File: config.mk
export PLATFORM = sky130hd
export DESIGN_NAME = parport_engine_flat
export DESIGN_NICKNAME = d
export VERILOG_FILES = /design/src/rtl/parport_engine_if.sv /design/src/rtl/parport_engine.sv /design/src/flat_wrapper.sv
export SDC_FILE = /design/constraint.sdc
export NUM_CORES = 1
export LEC_CHECK = 0
export ABC_AREA = 1
export BUFFER_PORTS_ARGS = -buffer_cell sky130_fd_sc_hd__buf_4
export CORE_MARGIN = 1
export CORE_UTILIZATION = 45
export DETAILED_ROUTE_END_ITERATION = 16
export GPL_ROUTABILITY_DRIVEN = 0
export PLACE_DENSITY_LB_ADDON = 0.3
export SETUP_SLACK_MARGIN = 0.4
export SYNTH_ARGS = -nofsm -noshare
export SYNTH_HDL_FRONTEND = slang
export SYNTH_SLANG_ARGS = --single-unit
File: constraint.sdc
create_clock -name clk32 -period 7.6 [get_ports clk32]
set_input_delay 1.52 -clock clk32 [delete_from_list [all_inputs] [get_ports clk32]]
set_output_delay 1.52 -clock clk32 [all_outputs]
set_load 0.05 [all_outputs]
File: src/rtl/parport_engine_if.sv
// Host-side and pad-side signal bundle for the parallel port engine.
// slave = engine, master = register logic / pad model driving it.
interface parport_engine_if #(
   parameter int DATA_W     = 8,
   parameter int FIFO_DEPTH = 16
);
   localparam int LVL_W = $clog2(FIFO_DEPTH) + 1;

   logic              wr_en;
   logic [DATA_W-1:0] wr_data;
   logic              flush;
   logic              mode;
   logic              full;
   logic [LVL_W-1:0]  level;
   logic              idle;
   logic              timeout;
   logic              timeout_clr;
   logic              rd_valid;
   logic [DATA_W-1:0] rd_data;
   logic              pp_data_oe;
   logic [DATA_W-1:0] pp_data_out;
   logic [DATA_W-1:0] pp_data_in;
   logic              pp_strobe_oe;
   logic              pp_strobe_out;
   logic              pp_strobe_in;
   logic              pp_busy;

   modport slave (
      input  wr_en, wr_data, flush, mode, timeout_clr,
      input  pp_data_in, pp_strobe_in, pp_busy,
      output full, level, idle, timeout, rd_valid, rd_data,
      output pp_data_oe, pp_data_out, pp_strobe_oe, pp_strobe_out
   );

   modport master (
      output wr_en, wr_data, flush, mode, timeout_clr,
      output pp_data_in, pp_strobe_in, pp_busy,
      input  full, level, idle, timeout, rd_valid, rd_data,
      input  pp_data_oe, pp_data_out, pp_strobe_oe, pp_strobe_out
   );
endinterface

File: src/rtl/parport_engine.sv
// Centronics-style parallel port engine: TX FIFO replayed with programmable
// setup/strobe/hold timing and busy handshake, plus strobed input capture.
//
// state      | meaning
// -----------+---------------------------------------------------------
// IDLE       | no transfer; pops next byte in output mode, captures in input mode
// WAIT_BUSY  | byte on pads, waiting for synced busy low (timeout counter runs)
// SETUP      | data stable, strobe high, SETUP_CYC cycles
// STROBE     | strobe driven low for STROBE_CYC cycles
// HOLD       | strobe high, data held for HOLD_CYC cycles
module parport_engine #(
   parameter int DATA_W     = 8,
   parameter int FIFO_DEPTH = 16,
   parameter int SETUP_CYC  = 16,
   parameter int STROBE_CYC = 32,
   parameter int HOLD_CYC   = 16,
   parameter int TIMEOUT_W  = 20
) (
   input  logic              clk32,
   input  logic              por_n,
   parport_engine_if.slave   bus
);
   localparam int AW     = $clog2(FIFO_DEPTH);
   localparam int LVL_W  = AW + 1;
   localparam int PH_MAX = (SETUP_CYC > STROBE_CYC)
                           ? ((SETUP_CYC > HOLD_CYC) ? SETUP_CYC : HOLD_CYC)
                           : ((STROBE_CYC > HOLD_CYC) ? STROBE_CYC : HOLD_CYC);
   localparam int PH_W   = $clog2(PH_MAX + 1);
   localparam logic [PH_W-1:0] SETUP_LD  = PH_W'(SETUP_CYC - 1);
   localparam logic [PH_W-1:0] STROBE_LD = PH_W'(STROBE_CYC - 1);
   localparam logic [PH_W-1:0] HOLD_LD   = PH_W'(HOLD_CYC - 1);

   typedef enum logic [2:0] {
      ST_IDLE, ST_WAIT_BUSY, ST_SETUP, ST_STROBE, ST_HOLD
   } state_t;

   state_t state_q, state_d;

   logic [DATA_W-1:0]    fifo_mem [FIFO_DEPTH];
   logic [AW-1:0]        wr_ptr_q, wr_ptr_d, rd_ptr_q, rd_ptr_d;
   logic [LVL_W-1:0]     count_q, count_d;
   logic [PH_W-1:0]      tmr_q, tmr_d;
   logic [TIMEOUT_W-1:0] bw_q, bw_d;
   logic [DATA_W-1:0]    data_q, data_d, rd_data_q, rd_data_d;
   logic busy_m_q, busy_m_d, busy_s_q, busy_s_d;
   logic stb_m_q, stb_m_d, stb_s_q, stb_s_d, stb_p_q, stb_p_d;
   logic cap_q, cap_d, rd_valid_q, rd_valid_d;
   logic mode_q, mode_d, oe_q, oe_d, strobe_q, strobe_d;
   logic timeout_q, timeout_d, idle_q, idle_d;
   logic full, empty, push, pop, tmo_set;

   assign full  = (count_q == LVL_W'(FIFO_DEPTH));
   assign empty = (count_q == '0);
   assign push  = bus.wr_en && !full;

   always_ff @(posedge clk32 or negedge por_n) begin
      if (!por_n) state_q <= ST_IDLE;
      else        state_q <= state_d;
   end

   always_comb begin
      state_d = state_q;
      case (state_q)
         ST_IDLE:      if (!mode_q && !empty) state_d = ST_WAIT_BUSY;
         ST_WAIT_BUSY: if (!busy_s_q)         state_d = ST_SETUP;
         ST_SETUP:     if (tmr_q == '0)       state_d = ST_STROBE;
         ST_STROBE:    if (tmr_q == '0)       state_d = ST_HOLD;
         ST_HOLD:      if (tmr_q == '0)       state_d = ST_IDLE;
         default:                             state_d = ST_IDLE;
      endcase
   end

   // The busy counter runs down from all-ones; timeout fires as it reaches zero,
   // and the byte keeps waiting.
   always_comb begin
      pop     = 1'b0;
      tmo_set = 1'b0;
      tmr_d   = tmr_q;
      bw_d    = bw_q;
      data_d  = data_q;
      case (state_q)
         ST_IDLE: begin
            if (state_d == ST_WAIT_BUSY) begin
               pop    = 1'b1;
               data_d = fifo_mem[rd_ptr_q];
               bw_d   = '1;
            end
         end
         ST_WAIT_BUSY: begin
            if (!busy_s_q) begin
               tmr_d = SETUP_LD;
            end else begin
               if (bw_q == TIMEOUT_W'(1)) tmo_set = 1'b1;
               if (bw_q != '0) bw_d = bw_q - TIMEOUT_W'(1);
            end
         end
         ST_SETUP:  tmr_d = (tmr_q == '0) ? STROBE_LD : tmr_q - PH_W'(1);
         ST_STROBE: tmr_d = (tmr_q == '0) ? HOLD_LD   : tmr_q - PH_W'(1);
         ST_HOLD:   if (tmr_q != '0) tmr_d = tmr_q - PH_W'(1);
         default: ;
      endcase
      strobe_d = (state_d != ST_STROBE);
   end

   // Flush wins over a concurrent write; a byte popped in the same cycle still goes out.
   always_comb begin
      wr_ptr_d = wr_ptr_q;
      rd_ptr_d = rd_ptr_q;
      count_d  = count_q;
      if (bus.flush) begin
         wr_ptr_d = '0;
         rd_ptr_d = '0;
         count_d  = '0;
      end else begin
         if (push) wr_ptr_d = wr_ptr_q + AW'(1);
         if (pop)  rd_ptr_d = rd_ptr_q + AW'(1);
         case ({push, pop})
            2'b10:   count_d = count_q + LVL_W'(1);
            2'b01:   count_d = count_q - LVL_W'(1);
            default: count_d = count_q;
         endcase
      end
   end

   always_ff @(posedge clk32) begin
      if (push) fifo_mem[wr_ptr_q] <= bus.wr_data;
   end

   always_comb begin
      busy_m_d   = bus.pp_busy;
      busy_s_d   = busy_m_q;
      stb_m_d    = bus.pp_strobe_in;
      stb_s_d    = stb_m_q;
      stb_p_d    = stb_s_q;
      cap_d      = stb_p_q && !stb_s_q && mode_q;
      rd_valid_d = cap_q;
      rd_data_d  = cap_q ? bus.pp_data_in : rd_data_q;
      mode_d     = (state_q == ST_IDLE && state_d == ST_IDLE) ? bus.mode : mode_q;
      oe_d       = !mode_d;
      timeout_d  = tmo_set || (timeout_q && !bus.timeout_clr);
      idle_d     = (state_d == ST_IDLE) && (count_d == '0);
   end

   always_ff @(posedge clk32 or negedge por_n) begin
      if (!por_n) begin
         wr_ptr_q   <= '0;
         rd_ptr_q   <= '0;
         count_q    <= '0;
         tmr_q      <= '0;
         bw_q       <= '0;
         data_q     <= '0;
         rd_data_q  <= '0;
         busy_m_q   <= 1'b0;
         busy_s_q   <= 1'b0;
         stb_m_q    <= 1'b0;
         stb_s_q    <= 1'b0;
         stb_p_q    <= 1'b0;
         cap_q      <= 1'b0;
         rd_valid_q <= 1'b0;
         mode_q     <= 1'b0;
         oe_q       <= 1'b0;
         strobe_q   <= 1'b1;
         timeout_q  <= 1'b0;
         idle_q     <= 1'b0;
      end else begin
         wr_ptr_q   <= wr_ptr_d;
         rd_ptr_q   <= rd_ptr_d;
         count_q    <= count_d;
         tmr_q      <= tmr_d;
         bw_q       <= bw_d;
         data_q     <= data_d;
         rd_data_q  <= rd_data_d;
         busy_m_q   <= busy_m_d;
         busy_s_q   <= busy_s_d;
         stb_m_q    <= stb_m_d;
         stb_s_q    <= stb_s_d;
         stb_p_q    <= stb_p_d;
         cap_q      <= cap_d;
         rd_valid_q <= rd_valid_d;
         mode_q     <= mode_d;
         oe_q       <= oe_d;
         strobe_q   <= strobe_d;
         timeout_q  <= timeout_d;
         idle_q     <= idle_d;
      end
   end

   assign bus.full          = full;
   assign bus.level         = count_q;
   assign bus.idle          = idle_q;
   assign bus.timeout       = timeout_q;
   assign bus.rd_valid      = rd_valid_q;
   assign bus.rd_data       = rd_data_q;
   assign bus.pp_data_oe    = oe_q;
   assign bus.pp_strobe_oe  = oe_q;
   assign bus.pp_data_out   = data_q;
   assign bus.pp_strobe_out = strobe_q;
endmodule

File: src/flat_wrapper.sv
// flat-port wrapper written by rule: the top's interface ports become plain ports
module parport_engine_flat 
#(
   parameter int DATA_W     = 8,
   parameter int FIFO_DEPTH = 16,
   parameter int SETUP_CYC  = 16,
   parameter int STROBE_CYC = 32,
   parameter int HOLD_CYC   = 16,
   parameter int TIMEOUT_W  = 20
)
  (clk32, por_n, bus_wr_en, bus_wr_data, bus_flush, bus_mode, bus_timeout_clr, bus_pp_data_in, bus_pp_strobe_in, bus_pp_busy, bus_full, bus_level, bus_idle, bus_timeout, bus_rd_valid, bus_rd_data, bus_pp_data_oe, bus_pp_data_out, bus_pp_strobe_oe, bus_pp_strobe_out);
  parport_engine_if #(.DATA_W(DATA_W), .FIFO_DEPTH(FIFO_DEPTH)) bus_i ();
  input  logic clk32;
  input  logic por_n;
  input wire logic [$bits(bus_i.wr_en)-1:0] bus_wr_en;
  input wire logic [$bits(bus_i.wr_data)-1:0] bus_wr_data;
  input wire logic [$bits(bus_i.flush)-1:0] bus_flush;
  input wire logic [$bits(bus_i.mode)-1:0] bus_mode;
  input wire logic [$bits(bus_i.timeout_clr)-1:0] bus_timeout_clr;
  input wire logic [$bits(bus_i.pp_data_in)-1:0] bus_pp_data_in;
  input wire logic [$bits(bus_i.pp_strobe_in)-1:0] bus_pp_strobe_in;
  input wire logic [$bits(bus_i.pp_busy)-1:0] bus_pp_busy;
  output wire logic [$bits(bus_i.full)-1:0] bus_full;
  output wire logic [$bits(bus_i.level)-1:0] bus_level;
  output wire logic [$bits(bus_i.idle)-1:0] bus_idle;
  output wire logic [$bits(bus_i.timeout)-1:0] bus_timeout;
  output wire logic [$bits(bus_i.rd_valid)-1:0] bus_rd_valid;
  output wire logic [$bits(bus_i.rd_data)-1:0] bus_rd_data;
  output wire logic [$bits(bus_i.pp_data_oe)-1:0] bus_pp_data_oe;
  output wire logic [$bits(bus_i.pp_data_out)-1:0] bus_pp_data_out;
  output wire logic [$bits(bus_i.pp_strobe_oe)-1:0] bus_pp_strobe_oe;
  output wire logic [$bits(bus_i.pp_strobe_out)-1:0] bus_pp_strobe_out;
  assign bus_i.wr_en = bus_wr_en;
  assign bus_i.wr_data = bus_wr_data;
  assign bus_i.flush = bus_flush;
  assign bus_i.mode = bus_mode;
  assign bus_i.timeout_clr = bus_timeout_clr;
  assign bus_i.pp_data_in = bus_pp_data_in;
  assign bus_i.pp_strobe_in = bus_pp_strobe_in;
  assign bus_i.pp_busy = bus_pp_busy;
  assign bus_full = bus_i.full;
  assign bus_level = bus_i.level;
  assign bus_idle = bus_i.idle;
  assign bus_timeout = bus_i.timeout;
  assign bus_rd_valid = bus_i.rd_valid;
  assign bus_rd_data = bus_i.rd_data;
  assign bus_pp_data_oe = bus_i.pp_data_oe;
  assign bus_pp_data_out = bus_i.pp_data_out;
  assign bus_pp_strobe_oe = bus_i.pp_strobe_oe;
  assign bus_pp_strobe_out = bus_i.pp_strobe_out;
  parport_engine #(.DATA_W(DATA_W), .FIFO_DEPTH(FIFO_DEPTH), .SETUP_CYC(SETUP_CYC), .STROBE_CYC(STROBE_CYC), .HOLD_CYC(HOLD_CYC), .TIMEOUT_W(TIMEOUT_W)) u_core (.clk32(clk32), .por_n(por_n), .bus(bus_i));
endmodule
==> reports/metrics.cfg, run 1 <==
[setup_path]
critPathRequiredTime_ns=6.08
path_class=reg2out
cp_common_cell=nor2_1
endpoint_kind=output port
crit_chain=nor2_1, nand2_1, nor2_1, buf_4
worstPathMaxFanout=5
cp-start-kind=flip-flop
max_stage_delay_ns=0.45
critPathSlowestCell=dfrtp_1
arrival_ns=1.45

[yosys]
synth_top_family_by_area=simple AND/OR/NAND/NOR gates
synth_common_cells=nand2_1 (228), edfxtp_1 (128), nor2_1 (106), nand3_1 (82), dfrtp_1 (69)
synthCells=886
ys_seq_area_share_pct=63.0
muxShareOfSynthArea_pct=1.01
synth.area.top_cells=edfxtp_1 (43%), dfrtp_1 (19%), nand2_1 (9.6%)
synthArstFlopShare_pct=35.4
synth-edff-count=128
synth_xor_area_share_pct=0.493
synth_top_area_share_pct=43.3
synthSimpleGateAreaFrac_pct=21.8
synthesis.area_um2=8880
yosys.area.top_type=edfxtp_1
synth-seq-cells=198
yosysMostFrequentCell=nand2_1
synth-compound-area-share_pct=6.71
synthAdderAreaFrac_pct=1.92
synth_flop_cell=edfxtp_1
avgSynthCellArea_um2=10.0
synth.distinct_cells=39
ys_warn_count=0
synth_fp_nets=923

[clock_tree]
cts_tree=done
path_clk_slew_ns=0.07
clk_latency_ns=0.43
clk_path_buf_depth=2
cts_setup_buffers=0
cts.repair.resized=0
numCtsBuffers=17
cts.sinks=198
cts_hold_buf=0
cts_max_level=4
root_buffer=clkbuf_16

[power_and_ir_drop]
p_per_area_nw_per_um2=334
clkPwrFrac_pct=25.4
power_frac_comb_pct=33.7
leakage_nw=4.00
vdd_drop_max_uv=156
seqPwrFrac_pct=40.8
power.internal_w=0.00205
p_switching_w=0.00129
swShare_pct=38.5

[floorplanning]
start_util_pct=45.8
coreArea_um2=19400
dieArea_um2=20300
fp-row-count=51
io_pins=52
die_h_um=142
die_x_um=142

[place]
post_dp_cell_area_um2=9430
port_buffers=51
numPlacedInstances=1173
dp_hpwl_um=12200

[route]
wl_per_cell_um=15.6
ant_nets=0
drt_iter0_drc=331
vias=6136
route.detailed.drc=0
wl_um=18800
firstDrtPassIters=4
routed_via_density=5.09

[final_layout]
stdcell_area_um2=9990
fin_nets=964
drive_gt1_share_pct=13.4
syn2layout_area_growth_pct=12.5
layout.cells.non_filler=1205
nFillCells=1778
finish.utilization_pct=51.5
antenna_cells=0

[grt]
first_global_vias=5744
grt_first_pass_wirelength_um=30000
antenna_found_initial=0
grt_start_max_net_pins=81
grt.total_usage_pct=19.7
overflow=0

[outcome]
status=finished, final reports clean

[timing]
setup_violations=0
final-hold-violation-count=0
max-slew-margin-rel_pct=38.7
max_freq_mhz=337
finalCriticalPeriod_ns=2.97
setup-tns-final_ns=0
fin_skew_ns=0.00953
period_share_pct=39.0
grt_setup_unrepaired=no
drv_slew=0
worst_slew_pin_slew_ns=0.918

[min_path]
min_path_type=reg2reg

[run]
drv_cap=0

## sequential cells by signal, indices dropped and copies added, names as in the netlist, 3 cells and up
signal and count:
u_core.bus.rd_data 8, u_core.tmr_q 6, u_core.bus.pp_data_out 8, u_core.bus.level 5, u_core.bw_q 20, u_core.state_q 3
u_core.rd_ptr_q 4, u_core.wr_ptr_q 4, u_core.fifo_mem 128
## critical path, delay by kind of cell (launching register included)
kind	cells	cell delay, ns
buffers and inverters	1	0.21
DFF	1	0.45
and+or+nand+nor	3	0.36
## layout make-up
class                      instances  area (um^2)  area share, %
tap                              265          332           3.32
clock buffer                      17          425           4.26
timing repair buffer              52          390           3.91
clock inverter                    15          131           1.31
sequential                       198         5600           56.0
inverter                          73          277           2.77
multi-input combinational        585         2840           28.4
## kinds of logic after synthesis
| logic type | Yosys count |
|---|---|
| DFF | 198 |
| buffers and inverters | 103 |
| AOI/OAI and AO/OA | 107 |
| and+or+nand+nor | 452 |
| xor gates and xnor gates | 5 |
| adders and majority gates | 13 |
| muxes | 8 |
## per-stage QoR
stage,hold slack [ns],power [W],setup WS [ns]
floorplan,0.331,0.00224,4.55
global placement,0.337,0.00251,4.36
CTS,0.353,0.00336,4.61
finish,0.350,0.00334,4.63
global route,0.357,0.00354,4.34
detailed placement,0.336,0.00252,4.30
## power by group through the flow
stage	logic [W]	registers [W]	clock network, W
finish	0.00113	0.00136	0.000850
global route	0.00125	0.00138	0.000907
CTS	0.00114	0.00136	0.000863
detailed placement	0.00114	0.00138	0
global placement	0.00112	0.00138	0
floorplan	0.000674	0.00157	0
## per-layer routing
layer	global-route usage [%]	part of all wire, %	vias up
met4	6.79	1.9	0
met1	26.0	44	2929
met5	0	0	-
met2	32.6	50	120
met3	3.90	3.9	29
li1	-	-	3058
## placed cells by master, fill, tap and decap left out, types with 5 or more instances in the layout
cell type,count
edfxtp_1,128
nand2_2,7
a21oi_1,32
clkbuf_16,17
o21ai_0,44
nor2_4,5
buf_4,52
o21ai_2,6
nor2_1,106
nand4_1,11
dfrtp_1,68
nor2_2,8
ha_1,12
nand2_1,228
o211ai_1,9
clkinvlp_4,5
nand3_1,82
inv_1,67
mux2_2,8
o21ai_1,10
## path summary, 6_finish.rpt
path / slack [ns] / start / endpoint / depth (start not counted)
setup / recovery: 4.63 / u_core.bus.level[1] / bus_full / 4
hold / removal: 0.35 / u_core.stb_m_q / u_core.stb_p_d / 0
setup reg to reg: 4.68 / u_core.state_q[1] / u_core.bus.idle / 16
hold reg to reg: 0.35 / u_core.stb_m_q / u_core.stb_p_d / 0
max in group asynchronous: 5.80 / por_n / u_core.rd_ptr_q[0] / 1
min in group asynchronous: 1.20 / por_n / u_core.bus.rd_data[1] / 1
No activity file was read; power rests on OpenSTA's default activity.
==> run 2, diff against run 1 <==
--- a/config.mk
+++ b/config.mk
@@ -5,7 +5,7 @@
 export SDC_FILE = /design/constraint.sdc
 export NUM_CORES = 1
 export LEC_CHECK = 0
-export ABC_AREA = 1
+export ABC_AREA = 0
 export BUFFER_PORTS_ARGS = -buffer_cell sky130_fd_sc_hd__buf_4
 export CORE_MARGIN = 1
 export CORE_UTILIZATION = 45
==> constraint.sdc (replaced) <==
create_clock -name clk32 -period 2.85 [get_ports clk32]
set_input_delay 0.57 -clock clk32 [delete_from_list [all_inputs] [get_ports clk32]]
set_output_delay 0.57 -clock clk32 [all_outputs]
set_load 0.05 [all_outputs]
==> reports/metrics.cfg, run 2 <==
[outcome]
status=finished, violations left
violations=DRC, setup timing

[floorplanning]
fp-row-count=49
die_h_um=138
dieArea_um2=19100
coreArea_um2=18100
start_util_pct=46.2
io_pins=52
die_x_um=138

[power_and_ir_drop]
p_switching_w=0.00266
vdd_drop_max_uv=425
clkPwrFrac_pct=29.5
swShare_pct=33.4
p_per_area_nw_per_um2=801
total_power_w=0.00797
power_frac_comb_pct=23.6
leakage_nw=3.57
seqPwrFrac_pct=46.9
power.internal_w=0.00531

[timing]
drv_slew=0
setup_violations=1
fin_skew_ns=0.0100
max-slew-margin-rel_pct=39.1
max_freq_mhz=347
finalCriticalPeriod_ns=2.88
worst_slew_pin_slew_ns=0.914
fin_ws_ns=-0.0343
final-hold-violation-count=0
period_share_pct=101
holdWs_ns=0.244
grt_setup_unrepaired=yes

[yosys]
synthesis.area_um2=8350
synth.distinct_cells=63
ys_warn_count=0
synth-edff-count=128
ys_seq_area_share_pct=67.0
synthArstFlopShare_pct=35.4
yosys.area.top_type=edfxtp_1
avgSynthCellArea_um2=15.2
synth_fp_nets=587
synth_common_cells=edfxtp_1 (128), dfrtp_1 (69), nor2_1 (47), mux4_2 (32), nand2_1 (30)
synth_top_area_share_pct=46.0
yosysMostFrequentCell=edfxtp_1
synthCells=550
synth-seq-cells=198
synth.area.top_cells=edfxtp_1 (46%), dfrtp_1 (21%), mux4_2 (8.6%)
synth_flop_cell=edfxtp_1

[final_layout]
layout.cells.non_filler=877
nFillCells=1423
antenna_cells=0
syn2layout_area_growth_pct=19.1
reg_top3=u_core.fifo_mem: 128 flops, u_core.bw_q: 20 flops
multi_input_area_um2=2680
regMostFlops=u_core.fifo_mem
fin_nets=672
regArea_um2=5610
drive_gt1_share_pct=31.2
final_cell_mix=edfxtp_1 (128), buf_4 (92), dfrtp_1 (62)
final_common_cell=edfxtp_1
largest_reg_flops=128
finish.utilization_pct=55.0

[min_path]
min_path_type=in2reg

[setup_path]
path_class=reg2reg
r2r_slack_ns=-0.03
endpoint_kind=flip-flop
critPathRequiredTime_ns=3.18
cp-start-kind=flip-flop
arrival_ns=3.21
worstPathMaxFanout=4

[place]
post-place-ws_ns=-0.0752
numPlacedInstances=838
port_buffers=51
dp_hpwl_um=11200

[grt]
overflow=0
grt.total_usage_pct=18.9
first_global_vias=4997
grt_first_pass_wirelength_um=27100
antenna_found_initial=0
grt_start_max_net_pins=71

[clock_tree]
numCtsBuffers=17
root_buffer=clkbuf_16
cts_tree=done
path_clk_slew_ns=0.07
cts_max_level=4
clk_latency_ns=0.44
cts_hold_buf=0
clk_path_buf_depth=2
cts.sinks=198

[route]
top_layer=met4
vias=4930
routed_via_density=5.62
wl_met2_um=8740
route.detailed.drc=8
met3_length_um=720
drt_iter0_drc=418
wl_per_cell_um=19.2
m1WireLength_um=7210
firstDrtPassIters=11
ant_nets=0
wl_um=16900

[run]
drv_cap=0

[run 2: cell types whose count changed in the layout (fill, tap and decap cells not counted), moves of 18 or more]
cell / previous run / this run
inv_1: 67 / 13
buf_4: 52 / 92
nand2_1: 228 / 29
mux4_2: 0 / 32
mux2i_1: 0 / 18
nor2_1: 106 / 47
nand3_1: 82 / 2
o21ai_0: 44 / 10
[run 2: per-stage QoR]
| step | setup TNS, ns | instance area [um^2] |
|---|---|---|
| 6_report | -0.0343 | 9950 |
| 5_1_grt | -0.198 | 9950 |
| 4_1_cts | -0.0302 | 9900 |
| 3_5_place_dp | -0.0752 | 9240 |
| 3_3_place_gp | 0 | 9240 |
| 2_1_floorplan | -0.213 | 8420 |
[run 2: critical path: stages, from the launching register on]
cell and delay (ns):
dfrtp_2 0.43, nor4_4 0.32, a21oi_2 0.11, nand2_2 0.10, clkinv_4 0.06, ha_4 0.18, fa_2 0.40, xor2_1 0.15
mux2i_1 0.13, nor2_1 0.08, or4_4 0.50, a2111oi_4 0.33
[run 2: what timing repair did]
action | CTS | global route
endpoints found under the setup margin | 2 | 6
setup buffers | 4 | 3
gates resized for setup | 4 | 10
pin swaps | 10 | 6
[run 2: power by group through the flow]
stage          Clock [W]  Sequential, W  Combinational [W]
6_report         0.00235        0.00374            0.00188
5_1_grt          0.00252        0.00380            0.00203
4_1_cts          0.00240        0.00374            0.00187
3_5_place_dp           0        0.00380            0.00184
3_3_place_gp           0        0.00377            0.00180
2_1_floorplan          0        0.00419           0.000839
[run 2: path summary, 6_finish.rpt]
path / startpoint / end / cells past startpoint
max: u_core.bus.level[0] / u_core.bus.idle / 11
min reg2reg: u_core.busy_m_q / u_core.busy_s_q / 0
max in group asynchronous: por_n / u_core.bw_q[2] / 1
min: bus_pp_strobe_in / u_core.stb_m_q / 1
min in group asynchronous: por_n / u_core.stb_p_q / 1
max reg2reg: u_core.bus.level[0] / u_core.bus.idle / 11
[run 2: cell families (layout without fill, tap and decap cells)]
kind of cell	count (synthesis)	count (layout)	synth area share, %
buffers and inverters	43	141	2.23
muxes	60	60	12.1
DFF	198	198	67.0
adders and majority gates	13	13	2.04
AOI/OAI and AO/OA	91	91	7.40
and+or+nand+nor	135	135	8.18
xor gates and xnor gates	10	10	1.05
[run 2: cell type report]
cell class	instances	area share [%]
inverter	15	0.616
clock buffer	17	4.28
clock inverter	15	1.71
tap	229	2.88
timing repair buffer	94	7.26
multi-input combinational	309	26.9
sequential	198	56.3
[run 2: per-layer routing]
layer  up-vias  track usage [%]
met3        19             4.30
met2       104             32.7
met1      2516             23.6
met5         -                0
met4         0             5.97
li1       2291                -
